File: src/rtl/uart_seq_pkg.sv
// Shared constants for the UART/ALU sequencer: FSM state codes, default widths, ALU opcodes.
// Latency: n/a (package only).
// Backpressure: n/a (package only).
package uart_seq_pkg;

  localparam int NB_STATE    = 3;
  localparam int NB_DATA_DEF = 8;
  localparam int NB_OP_DEF   = 6;

  typedef enum logic [NB_STATE-1:0] {
    ST_WAIT_A  = 3'd0,
    ST_WAIT_B  = 3'd1,
    ST_WAIT_OP = 3'd2,
    ST_EXEC    = 3'd3,
    ST_SEND    = 3'd4,
    ST_WAIT_TX = 3'd5
  } state_t;

  // Opcodes understood by the ALU; the sequencer forwards them untouched.
  localparam logic [NB_OP_DEF-1:0] OP_ADD = 6'b100000;
  localparam logic [NB_OP_DEF-1:0] OP_SUB = 6'b100010;
  localparam logic [NB_OP_DEF-1:0] OP_AND = 6'b100100;
  localparam logic [NB_OP_DEF-1:0] OP_OR  = 6'b100101;
  localparam logic [NB_OP_DEF-1:0] OP_XOR = 6'b100110;
  localparam logic [NB_OP_DEF-1:0] OP_SRA = 6'b000011;
  localparam logic [NB_OP_DEF-1:0] OP_SRL = 6'b000010;
  localparam logic [NB_OP_DEF-1:0] OP_NOR = 6'b100111;

endpackage

File: src/rtl/uart_seq_timeout.sv
// Clearable up-counter flagging when the inter-byte idle window has been used up.
// Latency: o_terminal is a compare on the registered count, valid the cycle the count lands.
// Backpressure: none; clear has priority over enable, counting stops only via clear.
module uart_seq_timeout #(
  parameter int NB_TIMEOUT    = 20,
  parameter int TIMEOUT_TICKS = 1000000
) (
  input  logic i_clock,
  input  logic i_reset,
  input  logic i_clear,
  input  logic i_enable,
  output logic o_terminal
);

  localparam logic [NB_TIMEOUT-1:0] LAST_TICK = NB_TIMEOUT'(TIMEOUT_TICKS - 1);

  logic [NB_TIMEOUT-1:0] count;

  // Count idle cycles; any clear request restarts the window.
  always_ff @(posedge i_clock) begin
    if (i_reset || i_clear) begin
      count <= '0;
    end else if (i_enable) begin
      count <= count + NB_TIMEOUT'(1);
    end
  end

  assign o_terminal = (count == LAST_TICK);

endmodule

File: src/rtl/uart_alu_sequencer.sv
// Collects A, B, opcode bytes from uart_rx, lets the ALU settle one cycle, then hands the result to uart_tx.
// Latency: opcode strobe at edge T -> o_tx_start/o_tx_data valid during T+1..T+2.
// Backpressure: bytes arriving in EXEC/SEND/WAIT_TX are dropped; waits for i_tx_done before the next transaction.
// Optional inter-byte timeout enabled by defining UART_SEQ_TIMEOUT_EN.
module uart_alu_sequencer
  import uart_seq_pkg::*;
#(
  parameter int NB_DATA       = NB_DATA_DEF,
  parameter int NB_OP         = NB_OP_DEF,
  parameter int NB_TIMEOUT    = 20,
  parameter int TIMEOUT_TICKS = 1000000
) (
  input  logic               i_clock,
  input  logic               i_reset,
  input  logic [NB_DATA-1:0] i_rx_data,
  input  logic               i_rx_done,
  input  logic [NB_DATA-1:0] i_alu_result,
  input  logic               i_tx_done,
  output logic [NB_DATA-1:0] o_alu_a,
  output logic [NB_DATA-1:0] o_alu_b,
  output logic [NB_OP-1:0]   o_alu_op,
  output logic [NB_DATA-1:0] o_tx_data,
  output logic               o_tx_start,
  output logic               o_busy,
  output logic               o_err_timeout
);

  state_t state;
  logic   timeout_hit;

`ifdef UART_SEQ_TIMEOUT_EN
  logic waiting_byte;
  logic cnt_clear;
  logic cnt_terminal;

  // Only the gaps inside a transaction are timed; the first byte may take forever.
  assign waiting_byte = (state == ST_WAIT_B) || (state == ST_WAIT_OP);
  // Restart on any byte, outside the timed states, and right after firing.
  assign cnt_clear    = i_rx_done || !waiting_byte || cnt_terminal;
  // A byte arriving on the terminal cycle wins over the timeout.
  assign timeout_hit  = waiting_byte && cnt_terminal && !i_rx_done;

  uart_seq_timeout #(
    .NB_TIMEOUT   (NB_TIMEOUT),
    .TIMEOUT_TICKS(TIMEOUT_TICKS)
  ) u_timeout (
    .i_clock   (i_clock),
    .i_reset   (i_reset),
    .i_clear   (cnt_clear),
    .i_enable  (waiting_byte),
    .o_terminal(cnt_terminal)
  );

  // One-cycle error pulse coincident with the abort back to WAIT_A.
  always_ff @(posedge i_clock) begin
    if (i_reset) begin
      o_err_timeout <= 1'b0;
    end else begin
      o_err_timeout <= timeout_hit;
    end
  end
`else
  assign timeout_hit   = 1'b0;
  assign o_err_timeout = 1'b0;
`endif

  // Main sequencer: capture operands, hold them through transmit, latch the result.
  always_ff @(posedge i_clock) begin
    if (i_reset) begin
      state     <= ST_WAIT_A;
      o_alu_a   <= '0;
      o_alu_b   <= '0;
      o_alu_op  <= '0;
      o_tx_data <= '0;
    end else begin
      case (state)
        ST_WAIT_A: begin
          if (i_rx_done) begin
            o_alu_a <= i_rx_data;
            state   <= ST_WAIT_B;
          end
        end
        ST_WAIT_B: begin
          if (i_rx_done) begin
            o_alu_b <= i_rx_data;
            state   <= ST_WAIT_OP;
          end else if (timeout_hit) begin
            state <= ST_WAIT_A;
          end
        end
        ST_WAIT_OP: begin
          if (i_rx_done) begin
            o_alu_op <= i_rx_data[NB_OP-1:0];
            state    <= ST_EXEC;
          end else if (timeout_hit) begin
            state <= ST_WAIT_A;
          end
        end
        ST_EXEC: begin
          o_tx_data <= i_alu_result;
          state     <= ST_SEND;
        end
        ST_SEND: begin
          state <= ST_WAIT_TX;
        end
        ST_WAIT_TX: begin
          if (i_tx_done) begin
            state <= ST_WAIT_A;
          end
        end
        default: begin
          state <= ST_WAIT_A;
        end
      endcase
    end
  end

  // Decoded straight from the state register so both are glitch-free.
  assign o_tx_start = (state == ST_SEND);
  assign o_busy     = (state != ST_WAIT_A);

endmodule

File: config.mk
export PLATFORM = sky130hd
export DESIGN_NAME = uart_alu_sequencer
export DESIGN_NICKNAME = d
export VERILOG_FILES = /design/src/rtl/uart_seq_pkg.sv /design/src/rtl/uart_seq_timeout.sv /design/src/rtl/uart_alu_sequencer.sv
export SDC_FILE = /design/constraint.sdc
export NUM_CORES = 1
export LEC_CHECK = 0
export BUFFER_PORTS_ARGS = -buffer_cell sky130_fd_sc_hd__buf_4
export CAP_MARGIN = 20
export CORE_MARGIN = 2
export CORE_UTILIZATION = 46
export DETAILED_ROUTE_END_ITERATION = 8
export PLACE_DENSITY = 0.77
export RECOVER_POWER = 100
export SLEW_MARGIN = 20
export SYNTH_ARGS = -nofsm -noshare
export SYNTH_HDL_FRONTEND = slang
export SYNTH_SLANG_ARGS = --single-unit
File: constraint.sdc
create_clock -name i_clock -period 1.3 [get_ports i_clock]
set_input_delay 0.39 -clock i_clock [delete_from_list [all_inputs] [get_ports i_clock]]
set_output_delay 0.39 -clock i_clock [all_outputs]
set_load 0.03 [all_outputs]
==> metrics.txt <==
status=finished with violations; failing checks=negative setup slack; H-tree Lvls=2; fraction of layout cells with a size suffix above 1=42.9%; fin worst setup slack=-286 ps; area post-placement=0.00174 mm2; drt total wl=2850 um; Critical Path RT=910 ps; Root Buffer=clkbuf_4; Die H=around 57 um; clock sink total=33; Clock Skews=between 6 and 7 ps; Reg2Reg Setup Slack=-190 ps; area of the mapped netlist=0.00129 mm2; Worst setup EP type=output pin; syn_nets=approximately 150; number of max-cap violations=0; via count=1091; Pwr Density=between 1000 and 1500 mW/mm2; Iter 0 DRT Violations=28; slowest CP cell=or3_4; Avg WL per Cell=12.9 um; final period utilization=122%; Pre-Repair DR Iteration Count=4; pin count of the biggest net entering global routing=34; DR vias/cell=4.91; Cells after Synth=131; clock-pin transition on the worst setup and hold timing paths=90 ps; Final ANT Viol Nets=0; Synth Register Bits=33; Final setup viols=32; Seq/Total Area, Yosys=51.3%; die area=0.00324 mm2; vias in the first global route=between 1k and 1.5k; CP max stage delay=380 ps; post-synthesis area per instance=9.84 um2; starting density of the core=roughly 48%; Core Area=0.00271 mm2; switch share=26.9%; clk_lat worst skew=320 ps; Power Internal=~1500 uW; RSZ-0062 raised after global routing=true; Antenna diodes=0; CP Class=reg -> out; crit-path max FO=2; Final Slew Violations=0; Fin. Hold Viols=0; fmax=630 MHz; fin nets=211; yosys warns=0; CTS tree=done; Pleak=between 0.0008 and 0.0009 uW; post-route minimum period=1590 ps; Worst Path Buf+Inv=1; Longest Clk Path Bufs=2; CTS Buf Count=5; Top Ports=53; IR drop worst, VDD=a little over 800 uV; total congestion overflow=0; register area=around 670 um2; Logic pwr share=19.6%; GPL Wtd Cong=0.745; port bufs=51; sequence of cells on the critical path=or3_4 > buf_6; CP top delay family=simple AND/OR/NAND/NOR gates; Multi-input gate area=578 um2; # DRC=0; layout filler cell count=between 200 and 250; initial antenna violation count=0; Yosys cell types=19; Finished Cell Area=between 0.0015 and 0.002 mm2; synth-to-layout area growth=41.7%; post-DP HPWL=2090 um; Reg power frac=about 53%; Crit path arrival time=1200 ps; startpoint class of the critical path=flop; first-pass GRT wire length=a little under 5000 um; Hold WS=296 ps; hold_buf cts=0; worst min-delay path class=in -> reg; row cnt=19; width of the die=56.9 um; clock share of power=between 20% and 30%; gr usage total=19.6%; P_sw=about 550 uW
[worst register-to-register path: cells and delay by family (launching register included)]
kind	cells	cell delay [ps]
and+or+nand+nor	2	390
DFF	1	350
buffers and inverters	3	430
muxes	1	200
[worst paths after layout]
kind                           start                   endpoint  cells after the start
min                  i_alu_result[0]  o_tx_data[0]$_SDFFE_PP0N_                      3
max reg2reg    state[2]$_SDFFE_PP0P_    o_alu_b[2]$_SDFFE_PP0P_                      6
min reg2reg  o_alu_a[4]$_SDFFE_PP0P_    o_alu_a[4]$_SDFFE_PP0P_                      2
max            state[2]$_SDFFE_PP0P_                     o_busy                      2
[through the flow]
| step | utilization (%) | worst slack, ps | std cells | setup TNS [ps] | power (uW) |
|---|---|---|---|---|---|
| final | 67.4 | -286 | 222 | -3520 | 2040 |
| after global routing | 67.4 | -326 | 222 | -6050 | 2140 |
| after CTS | 68.0 | -296 | 222 | -3700 | 2070 |
| after detailed placement | 64.2 | -141 | 213 | -1650 | 1480 |
| after global placement | 64.2 | -77.5 | 213 | -916 | 1470 |
| after floorplan | - | 2.43 | 131 | 0 | 1330 |
[cells in the mapped netlist (all sizes together)]
cell type | n | area share (%)
mux2i | 23 | 18
a21oi | 12 | 4.7
or4b | 1 | 0.78
buf | 8 | 5.3
nor3 | 1 | 0.39
nand2 | 17 | 5.0
or3 | 1 | 0.49
nand3b | 1 | 0.58
dfxtp | 33 | 51
nor2 | 23 | 6.7
nor3b | 1 | 0.58
clkbuf | 4 | 1.2
and4bb | 2 | 1.9
conb | 1 | 0.29
nor4b | 2 | 2.5
nor2b | 1 | 0.49
[power by group through the flow]
stage	combinational, uW	clock, uW	sequential [uW]
final	399	565	1070
after global routing	430	632	1080
after CTS	402	591	1080
after detailed placement	376	0	1100
after global placement	367	0	1100
after floorplan	164	0	1160
[area by class of cell]
| class | instances | share of cell area (%) |
|---|---|---|
| timing repair buffer | 65 | 26.6 |
| multi-input combinational | 86 | 31.7 |
| tap | 31 | 2.12 |
| sequential | 33 | 36.6 |
| clock buffer | 7 | 3.02 |
[sequential cells by signal, summed over array words and instances, names as in the netlist]
register   cells
o_alu_a        8
o_alu_op       6
o_alu_b        8
state          3
o_tx_data      8
[kinds of logic after synthesis]
logic type	synth area share, %
simple gates	19.4
flops	51.3
mux	17.9
compound gates	4.66
buf+inv	6.50
other cells	0.291
[per-layer routing]
layer / wire length, um / part of all wire, % / track usage (%) / vias to the layer above
met4: 62 / 2.2 / 10.3 / 0
met5: 0 / 0 / 0 / -
met1: 1160 / 41 / 22.5 / 509
met3: 109 / 3.8 / 5.22 / 7
li1: - / - / - / 554
met2: 1520 / 53 / 33.2 / 21
[layout by cell type (no fill, tap or decap)]
master / instances
clkbuf_4: 15
buf_2: 4
dfxtp_1: 31
nor4b_1: 1
conb_1: 1
or3_4: 1
buf_6: 4
and4bb_2: 1
nand2_1: 15
nor3b_2: 1
nor3_1: 1
buf_4: 45
nand2_2: 2
or4b_4: 1
nor2_1: 23
clkbuf_8: 1
and4bb_4: 1
a21oi_1: 9
mux2i_1: 23
nor2b_1: 1
clkbuf_1: 3
nor4b_4: 1
a21oi_2: 3
nand3b_1: 1
dfxtp_4: 2
[what timing repair did]
action / in CTS / in global routing
setup buffers: 2 / 0
gates resized for setup: 11 / 4
pin swaps: 1 / 2
endpoints found under the setup margin: 24 / 32
Note: power is estimated with default switching activity, not from simulation.
